<file path="src/rtl/arith_pkg.sv">
// Shared arithmetic definitions for the bit-serial datapath cells:
// FSM state encoding, default operand width and the full-adder result type.
package arith_pkg;

  localparam int DEFAULT_WIDTH = 8;

  typedef enum logic [1:0] {
    IDLE = 2'd0,
    RUN  = 2'd1,
    DONE = 2'd2
  } state_t;

  typedef struct packed {
    logic s;
    logic c;
  } fa_t;

  // One-bit full-adder evaluation: sum is the odd parity of the inputs,
  // carry is their majority.
  function automatic fa_t fa_eval(input logic a, input logic b, input logic cin);
    fa_t r;
    r.s = a ^ b ^ cin;
    r.c = (a & b) | (a & cin) | (b & cin);
    return r;
  endfunction

endpackage

</file>
<file path="src/rtl/full_adder.sv">
// Combinational one-bit full adder slice, companion to the half_subtractor cell.
module full_adder
  import arith_pkg::*;
(
  input  logic a,
  input  logic b,
  input  logic cin,
  output logic sum,
  output logic cout
);

  fa_t res_s;

  // evaluate the slice
  always_comb begin
    res_s = fa_eval(a, b, cin);
    sum   = res_s.s;
    cout  = res_s.c;
  end

endmodule

</file>
<file path="src/rtl/serial_adder.sv">
// Bit-serial WIDTH-bit adder. Operands are accepted over valid/ready, added
// LSB-first one bit per clock through a single full-adder slice with a
// registered carry, and the result is held on a valid/ready output.
// Optional build macro SERIAL_ADDER_SUB_MODE_EN adds a 'sub' input that turns
// the operation into a - b with the carry output reporting the borrow.
module serial_adder
  import arith_pkg::*;
#(
  parameter  int WIDTH = DEFAULT_WIDTH,
  localparam int CNT_W = $clog2(WIDTH) + 1
) (
  input  logic             clk,
  input  logic             rst_n,
  input  logic             in_valid,
  output logic             in_ready,
  input  logic [WIDTH-1:0] a,
  input  logic [WIDTH-1:0] b,
`ifdef SERIAL_ADDER_SUB_MODE_EN
  input  logic             sub,
`endif
  output logic             out_valid,
  input  logic             out_ready,
  output logic [WIDTH-1:0] sum,
  output logic             carry,
  output logic             busy
);

  state_t             state_r;
  state_t             state_s;
  logic [WIDTH-1:0]   a_sr_r;
  logic [WIDTH-1:0]   b_sr_r;
  logic [WIDTH-1:0]   sum_r;
  logic               c_r;
  logic               carry_r;
  logic [CNT_W-1:0]   cnt_r;
  logic               accept_s;
  logic               last_s;
  logic               fa_sum_s;
  logic               fa_cout_s;
  logic               load_sub_s;
  logic               run_sub_s;

  assign accept_s = in_valid & in_ready;
  assign last_s   = (cnt_r == CNT_W'(WIDTH - 1));

`ifdef SERIAL_ADDER_SUB_MODE_EN
  logic sub_r;

  // remember the operation select for the duration of the serial pass
  always_ff @(posedge clk) begin
    if (!rst_n) begin
      sub_r <= 1'b0;
    end else if (accept_s) begin
      sub_r <= sub;
    end else begin
      sub_r <= sub_r;
    end
  end

  assign load_sub_s = sub;
  assign run_sub_s  = sub_r;
`else
  assign load_sub_s = 1'b0;
  assign run_sub_s  = 1'b0;
`endif

  full_adder u_fa (
    .a    (a_sr_r[0]),
    .b    (b_sr_r[0]),
    .cin  (c_r),
    .sum  (fa_sum_s),
    .cout (fa_cout_s)
  );

  // state register
  always_ff @(posedge clk) begin
    if (!rst_n) begin
      state_r <= IDLE;
    end else begin
      state_r <= state_s;
    end
  end

  // next-state decode; DONE never accepts so operations cannot overlap
  always_comb begin
    state_s = state_r;
    case (state_r)
      IDLE: begin
        if (accept_s) state_s = RUN;
        else          state_s = IDLE;
      end
      RUN: begin
        if (last_s) state_s = DONE;
        else        state_s = RUN;
      end
      DONE: begin
        if (out_ready) state_s = IDLE;
        else           state_s = DONE;
      end
      default: state_s = IDLE;
    endcase
  end

  // Moore output decode straight from the state register
  always_comb begin
    in_ready  = 1'b0;
    out_valid = 1'b0;
    busy      = 1'b0;
    case (state_r)
      IDLE:    in_ready  = 1'b1;
      RUN:     busy      = 1'b1;
      DONE:    out_valid = 1'b1;
      default: in_ready  = 1'b0;
    endcase
  end

  // operand capture, serial add/shift and result holding
  always_ff @(posedge clk) begin
    if (!rst_n) begin
      a_sr_r  <= '0;
      b_sr_r  <= '0;
      sum_r   <= '0;
      c_r     <= 1'b0;
      carry_r <= 1'b0;
      cnt_r   <= '0;
    end else begin
      case (state_r)
        IDLE: begin
          if (accept_s) begin
            a_sr_r <= a;
            // subtraction is a + ~b + 1: invert b and preset the carry
            b_sr_r <= load_sub_s ? ~b : b;
            c_r    <= load_sub_s;
            cnt_r  <= '0;
          end else begin
            a_sr_r <= a_sr_r;
            b_sr_r <= b_sr_r;
            c_r    <= c_r;
            cnt_r  <= cnt_r;
          end
        end
        RUN: begin
          a_sr_r <= a_sr_r >> 1;
          b_sr_r <= b_sr_r >> 1;
          sum_r  <= {fa_sum_s, sum_r[WIDTH-1:1]};
          c_r    <= fa_cout_s;
          if (last_s) begin
            // counter returns to zero so it never exceeds WIDTH-1
            cnt_r   <= '0;
            carry_r <= run_sub_s ? ~fa_cout_s : fa_cout_s;
          end else begin
            cnt_r   <= cnt_r + CNT_W'(1);
            carry_r <= carry_r;
          end
        end
        default: begin
          a_sr_r  <= a_sr_r;
          b_sr_r  <= b_sr_r;
          sum_r   <= sum_r;
          c_r     <= c_r;
          carry_r <= carry_r;
          cnt_r   <= cnt_r;
        end
      endcase
    end
  end

  assign sum   = sum_r;
  assign carry = carry_r;

endmodule

</file>
<file path="config.mk">
export PLATFORM = sky130hd
export DESIGN_NAME = serial_adder
export DESIGN_NICKNAME = d
export VERILOG_FILES = /design/src/rtl/arith_pkg.sv /design/src/rtl/full_adder.sv /design/src/rtl/serial_adder.sv
export SDC_FILE = /design/constraint.sdc
export NUM_CORES = 1
export LEC_CHECK = 0
export BUFFER_PORTS_ARGS = -buffer_cell sky130_fd_sc_hd__buf_4
export CELL_PAD_IN_SITES_DETAIL_PLACEMENT = 0
export CELL_PAD_IN_SITES_GLOBAL_PLACEMENT = 1
export CORE_MARGIN = 3
export CORE_UTILIZATION = 30
export DETAILED_ROUTE_END_ITERATION = 10
export PLACE_DENSITY = 0.69
export SYNTH_ARGS = -nofsm -noshare
export SYNTH_HDL_FRONTEND = slang
export SYNTH_SLANG_ARGS = --single-unit
</file>
<file path="constraint.sdc">
create_clock -name clk -period 2.48 [get_ports clk]
set_input_delay 0.248 -clock clk [delete_from_list [all_inputs] [get_ports clk]]
set_output_delay 0.248 -clock clk [all_outputs]
set_load 0.05 [all_outputs]
</file>
Word-level counts from Yosys, hierarchy flattened

Index checks and enable logic that the tools add are counted.

$add $sub $neg: 1
$mul: 0
Divide/modulo/power cells: 0
Magnitude comparators: 0
Equal/unequal tests: 4
Shift operators: 0
Multiplexer cells: 16
Bitwise gates (word level): 8
Reductions and logical operators: 4

Operator list:

| operator                                                        | number |
|---|---|
| 8-bit one-hot mux with 2 select lines                           | 2 |
| 8-bit two-way mux                                               | 2 |
| 4-bit two-way mux                                               | 2 |
| 4-bit one-hot mux with 2 select lines                           | 1 |
| 2-bit one-hot mux with 3 select lines                           | 1 |
| 1-bit two-way mux                                               | 5 |
| 4-bit by 1-bit adder with 4-bit output, second input constant   | 1 |
| 1-bit AND                                                       | 4 |
| 4-bit by 3-bit == test with 1-bit output, second input constant | 1 |
| 2-bit two-way mux                                               | 2 |
| 2-bit AND reduction                                             | 2 |
| 2-bit by 1-bit == test with 1-bit output, second input constant | 1 |
| 2-bit == test, second input constant                            | 1 |
| 2-bit zero test                                                 | 1 |
| 2-bit inequality test, second input constant                    | 1 |
| 1-bit OR                                                        | 2 |
| 1-bit one-hot mux with 2 select lines                           | 1 |
| 2-bit nonzero test                                              | 1 |
| 1-bit XOR                                                       | 2 |

Flip-flop bits (word level): 32
Latch bits: 0
Bits in writable memories: 0
Bits in read-only memories: 0
Bits of input ports: 20
Output and inout bits: 12
Word-level logic and storage cells: 40
Memories kept: 0

Logic depth before layout (Yosys ltp)

Depth after elaboration: 5
Mapped depth: 6
Mapped depth without buffers: 4

Cells and area by module

From an unflattened synthesis, not the netlist that was laid out.

Cell total of the unflattened synthesis: 164
Area total of the unflattened synthesis: 1336.3 um2

Modules (own cells, without submodules):

| module       | times used | cells an instance | area each (um2) | seq. area each (um2) |
|---|---|---|---|---|
| serial_adder | 1          | 163               | 1316.3          | 640.6 |
| full_adder   | 1          | 1                 | 20.0            | 0.0 |

Worst setup path before layout

OpenSTA, ideal clock, no wires.

Kind: register -> register
From: register cnt_r[0]
To: register cnt_r[3]
Setup time: 0.074 ns
Data arrival time: 1.289 ns
Data required time: 2.406 ns
Setup slack: 1.117 ns
Stages on the path, launching flop included: 5
Buffers on the path: 0
Period minus slack after synthesis: 1.363 ns
Cell sequence: dfxtp_1 ha_1 and3b_1 or4_1 a31oi_1

Longest elaborated chain between the ends: 3
Elaborated cells on any way between the ends: 4
Those cells by class: add/sub (1); eq/ne (1); mux (2)

Ends and longest elaborated chain:

| item                                                                                                      | line                                    | source |
|---|---|---|
| start, declared                                                                                           | serial_adder.sv:35                      | `logic [CNT_W-1:0] cnt_r;` |
| start signal, assigned                                                                                    | serial_adder.sv:139                     | `cnt_r <= cnt_r;` |
| start signal, assigned                                                                                    | serial_adder.sv:152                     | `cnt_r <= cnt_r + CNT_W'(1);` |
| start signal, assigned                                                                                    | serial_adder.sv:162                     | `cnt_r <= cnt_r;` |
| 4-bit by 1-bit adder with 4-bit output / 4-bit by 3-bit == test with 1-bit output (equally long branches) | serial_adder.sv:152, serial_adder.sv:44 |  |
| 4-bit two-way mux *                                                                                       | serial_adder.sv:147                     | `if (last_s) begin` |
| 4-bit one-hot mux with 2 select lines *                                                                   | serial_adder.sv:127                     | `case (state_r)` |

Every way passes the cells marked *; elsewhere a longest branch is shown, timed or not.
A chain may end at the register's enable or synchronous reset.

Worst setup path in the final report

From: register state_r[0]
To: output busy

Longest elaborated chain between the ends: 2

Ends and longest elaborated chain:

| item                                     | line                | source |
|---|---|---|
| start, declared                          | serial_adder.sv:28  | `state_t state_r;` |
| start signal, assigned                   | serial_adder.sv:80  | `state_r <= state_s;` |
| 2-bit by 1-bit == test with 1-bit output | serial_adder.sv:109 | `case (state_r)` |
| 1-bit two-way mux                        | serial_adder.sv:109 |  |
| end, declared                            | serial_adder.sv:25  | `output logic busy` |

Every way passes these cells.

==> flow_summary.toml <==
[status]
status = "finished, final reports clean"

[die]
rows = 23
io_pins = 32
core_area_mm2 = 0.00414
initial_core_util = 0.322
die_h_um = 72.7
dieArea_mm2 = 0.00529
die_w_um = 72.7

[clocking]
postCtsSetupBuffers = 0
cts.path.max_buffers = 2
cts_hold_buf = 0
clk_pin_slew_ns = 0.06
post_cts_resized = 0
h-tree-depth = 2
cts-buffers-inserted = 5
root_buffer = "clkbuf_8"
clock_latency_ns = 0.28
numClockSinks = 32
cts_tree = "built"

[timing]
final.setup_skew_ns = 0.00415
slew_viol_final = 0
setup_violations = 0
worst_pin_slew_ns = 0.513
setup_tns_ns = 0
hold_viol_final = 0
slew_headroom = 0.658
fmax_mhz = 573
rsz0062_at_grt = "no"
fin_crit_sh = 0.704
min_period_ns = 1.74

[final_layout]
multi_input_area_um2 = 619
drive_gt1_frac = 0.211
ff_latch_area_um2 = 641
finalNetCount = 215
final_common_cell = "nand2_1"
syn2layout_area_growth_pct = 25.7
final_cell_mix = "46 x nand2_1, 34 x buf_4, 32 x dfxtp_1, 21 x nor2_1, 14 x a311oi_1"
fillCellCount = 452
n_antenna_cell = 0

[routing]
num_vias = 1206
first_iter_violations = 99
drt_pre_antenna_iters = 4
drcViolationCount = 0
wirelength_um = 2920
routed_via_density = 4.94
wl_per_cell_um = 12.0
antenna_left = 0

[power_and_ir_drop]
vdd_drop_max_mv = 0.218
seqPwrFrac = 0.502
power_frac_comb = 0.130
powerDensity_mw_per_mm2 = 664
total_power_uw = 1110
power.internal_uw = 827
sw_frac_of_total = 0.258
p_leak_uw = 0.000691
p_switching_uw = 288
clkPwrFrac = 0.368

[global_routing]
grt-ovfl-total = 0
grt_pass1_wl_um = 4910
grt_util_all_layers = 0.118
grt_pass1_vias = 1095
grt_max_degree = 33
antenna_found_initial = 0

[synthesis]
synth_cell_types = 26
synthAdderAreaFrac = 0.0243
synth_mux_area_frac = 0
synth_top_family_by_area = "simple AND/OR/NAND/NOR gates"
syn_nets = 186
syn_area_mm2 = 0.00134
synth-compound-area-share = 0.190
postSynthCellCount = 164
synth_simple_gate_area_frac = 0.249
syn_avg_cell_area_um2 = 8.15
ys_ff_latch = 32
yosys_warnings = 0
synth_xor_xnor_area_share = 0
ys_seq_area_frac = 0.479

[worst_setup_path]
required_ns = 2.23
worstSetupEndpointType = "output pin"
reg2reg_depth = 4
r2r-start = "state_r[0]"
path_class = "reg -> out"
startpoint_type = "flip-flop"
worstPathArrival_ns = 1.50
crit_start = "state_r[0]"
crit_fanout = 30

[place]
gp_congestion = 0.699
dpl.hpwl_um = 2000
portBuffers = 31

[hold_path]
hold_path.class = "in -> reg"
hold_depth = 3
min_from = "a[7]"

[flow_run]
cap_violations = 0
## cells in the mapped netlist
master    instances  area (um^2)
a22oi_1           5         37.5
nor2_1           21         78.8
o21ai_0           2         10.0
buf_2             7         35.0
o21ba_1           1         10.0
nand2b_1          1         6.26
inv_1             2         7.51
ha_1              1         12.5
a311oi_1         14          123
dfxtp_1          32          641
a31oi_1           1         6.26
or3_1             1         6.26
o21bai_1          1         7.51
nand2_1          46          173
and3b_1           1         8.76
or4_1             1         7.51
buf_6             1         11.3
fa_1              1         20.0
nand3_1           3         15.0
nor3b_1           2         15.0
inv_2             1         3.75
nand3b_1          2         15.0
clkbuf_1          3         11.3
and2b_1           1         7.51
a21oi_1          12         60.1
buf_4             1         7.51
## final timing paths
kind                                  end  slack [ns]
worst max-delay path                 busy        0.74
worst min-delay path            a_sr_r[7]        0.22
worst max register to register   cnt_r[3]        1.00
worst min register to register     sum[0]        0.46
## layer usage
layer | wire, um | GRT usage
met2 | 1410 | 0.191
met4 | 59 | 0.0615
met1 | 1300 | 0.138
met5 | 0 | 0
met3 | 156 | 0.0372
## registers in the layout (all words and copies together), names as in the netlist
| signal | count |
|---|---|
| a_sr_r | 8 |
| b_sr_r | 8 |
| c_r | 1 |
| carry | 1 |
| cnt_r | 4 |
| state_r | 2 |
| sum | 8 |
## power groups by stage
stage	clock [uW]	combinational, uW	sequential [uW]
after global placement	0	146	570
after detailed placement	0	147	572
after global routing	442	164	564
after floorplan	0	99.1	573
final	410	145	560
after CTS	426	148	561
## through the flow
| stage | utilization | setup slack (ns) | cell area, um^2 | hold WS [ns] | std cells |
|---|---|---|---|---|---|
| 6_report | 0.405 | 0.735 | 1680 | 0.216 | 244 |
| 5_1_grt | 0.405 | 0.617 | 1680 | 0.225 | 244 |
| 4_1_cts | 0.405 | 0.715 | 1680 | 0.212 | 244 |
| 3_5_place_dp | 0.383 | 1.01 | 1590 | 0.448 | 236 |
| 3_3_place_gp | 0.383 | 1.05 | 1590 | 0.444 | 236 |
| 2_1_floorplan | - | 1.12 | 1340 | 0.396 | 164 |
## critical path, stage by stage (launching register included)
cell and delay (ns):
dfxtp_1 0.43, nand2b_1 0.11, inv_2 0.38, buf_4 0.29
## area by class of cell
class / count / share of cell area
flip-flops and latches: 32 / 0.382
clock buffers: 8 / 0.0537
well taps: 50 / 0.0373
inverters: 3 / 0.00671
repair buffers: 34 / 0.152
multi-input cells: 117 / 0.369
## logic make-up after synthesis
kind of cell,count (synthesis)
buf+inv,15
simple gates,79
compound gates,36
flops,32
fa+ha+maj,2
Note: power is estimated with default switching activity, not from simulation.
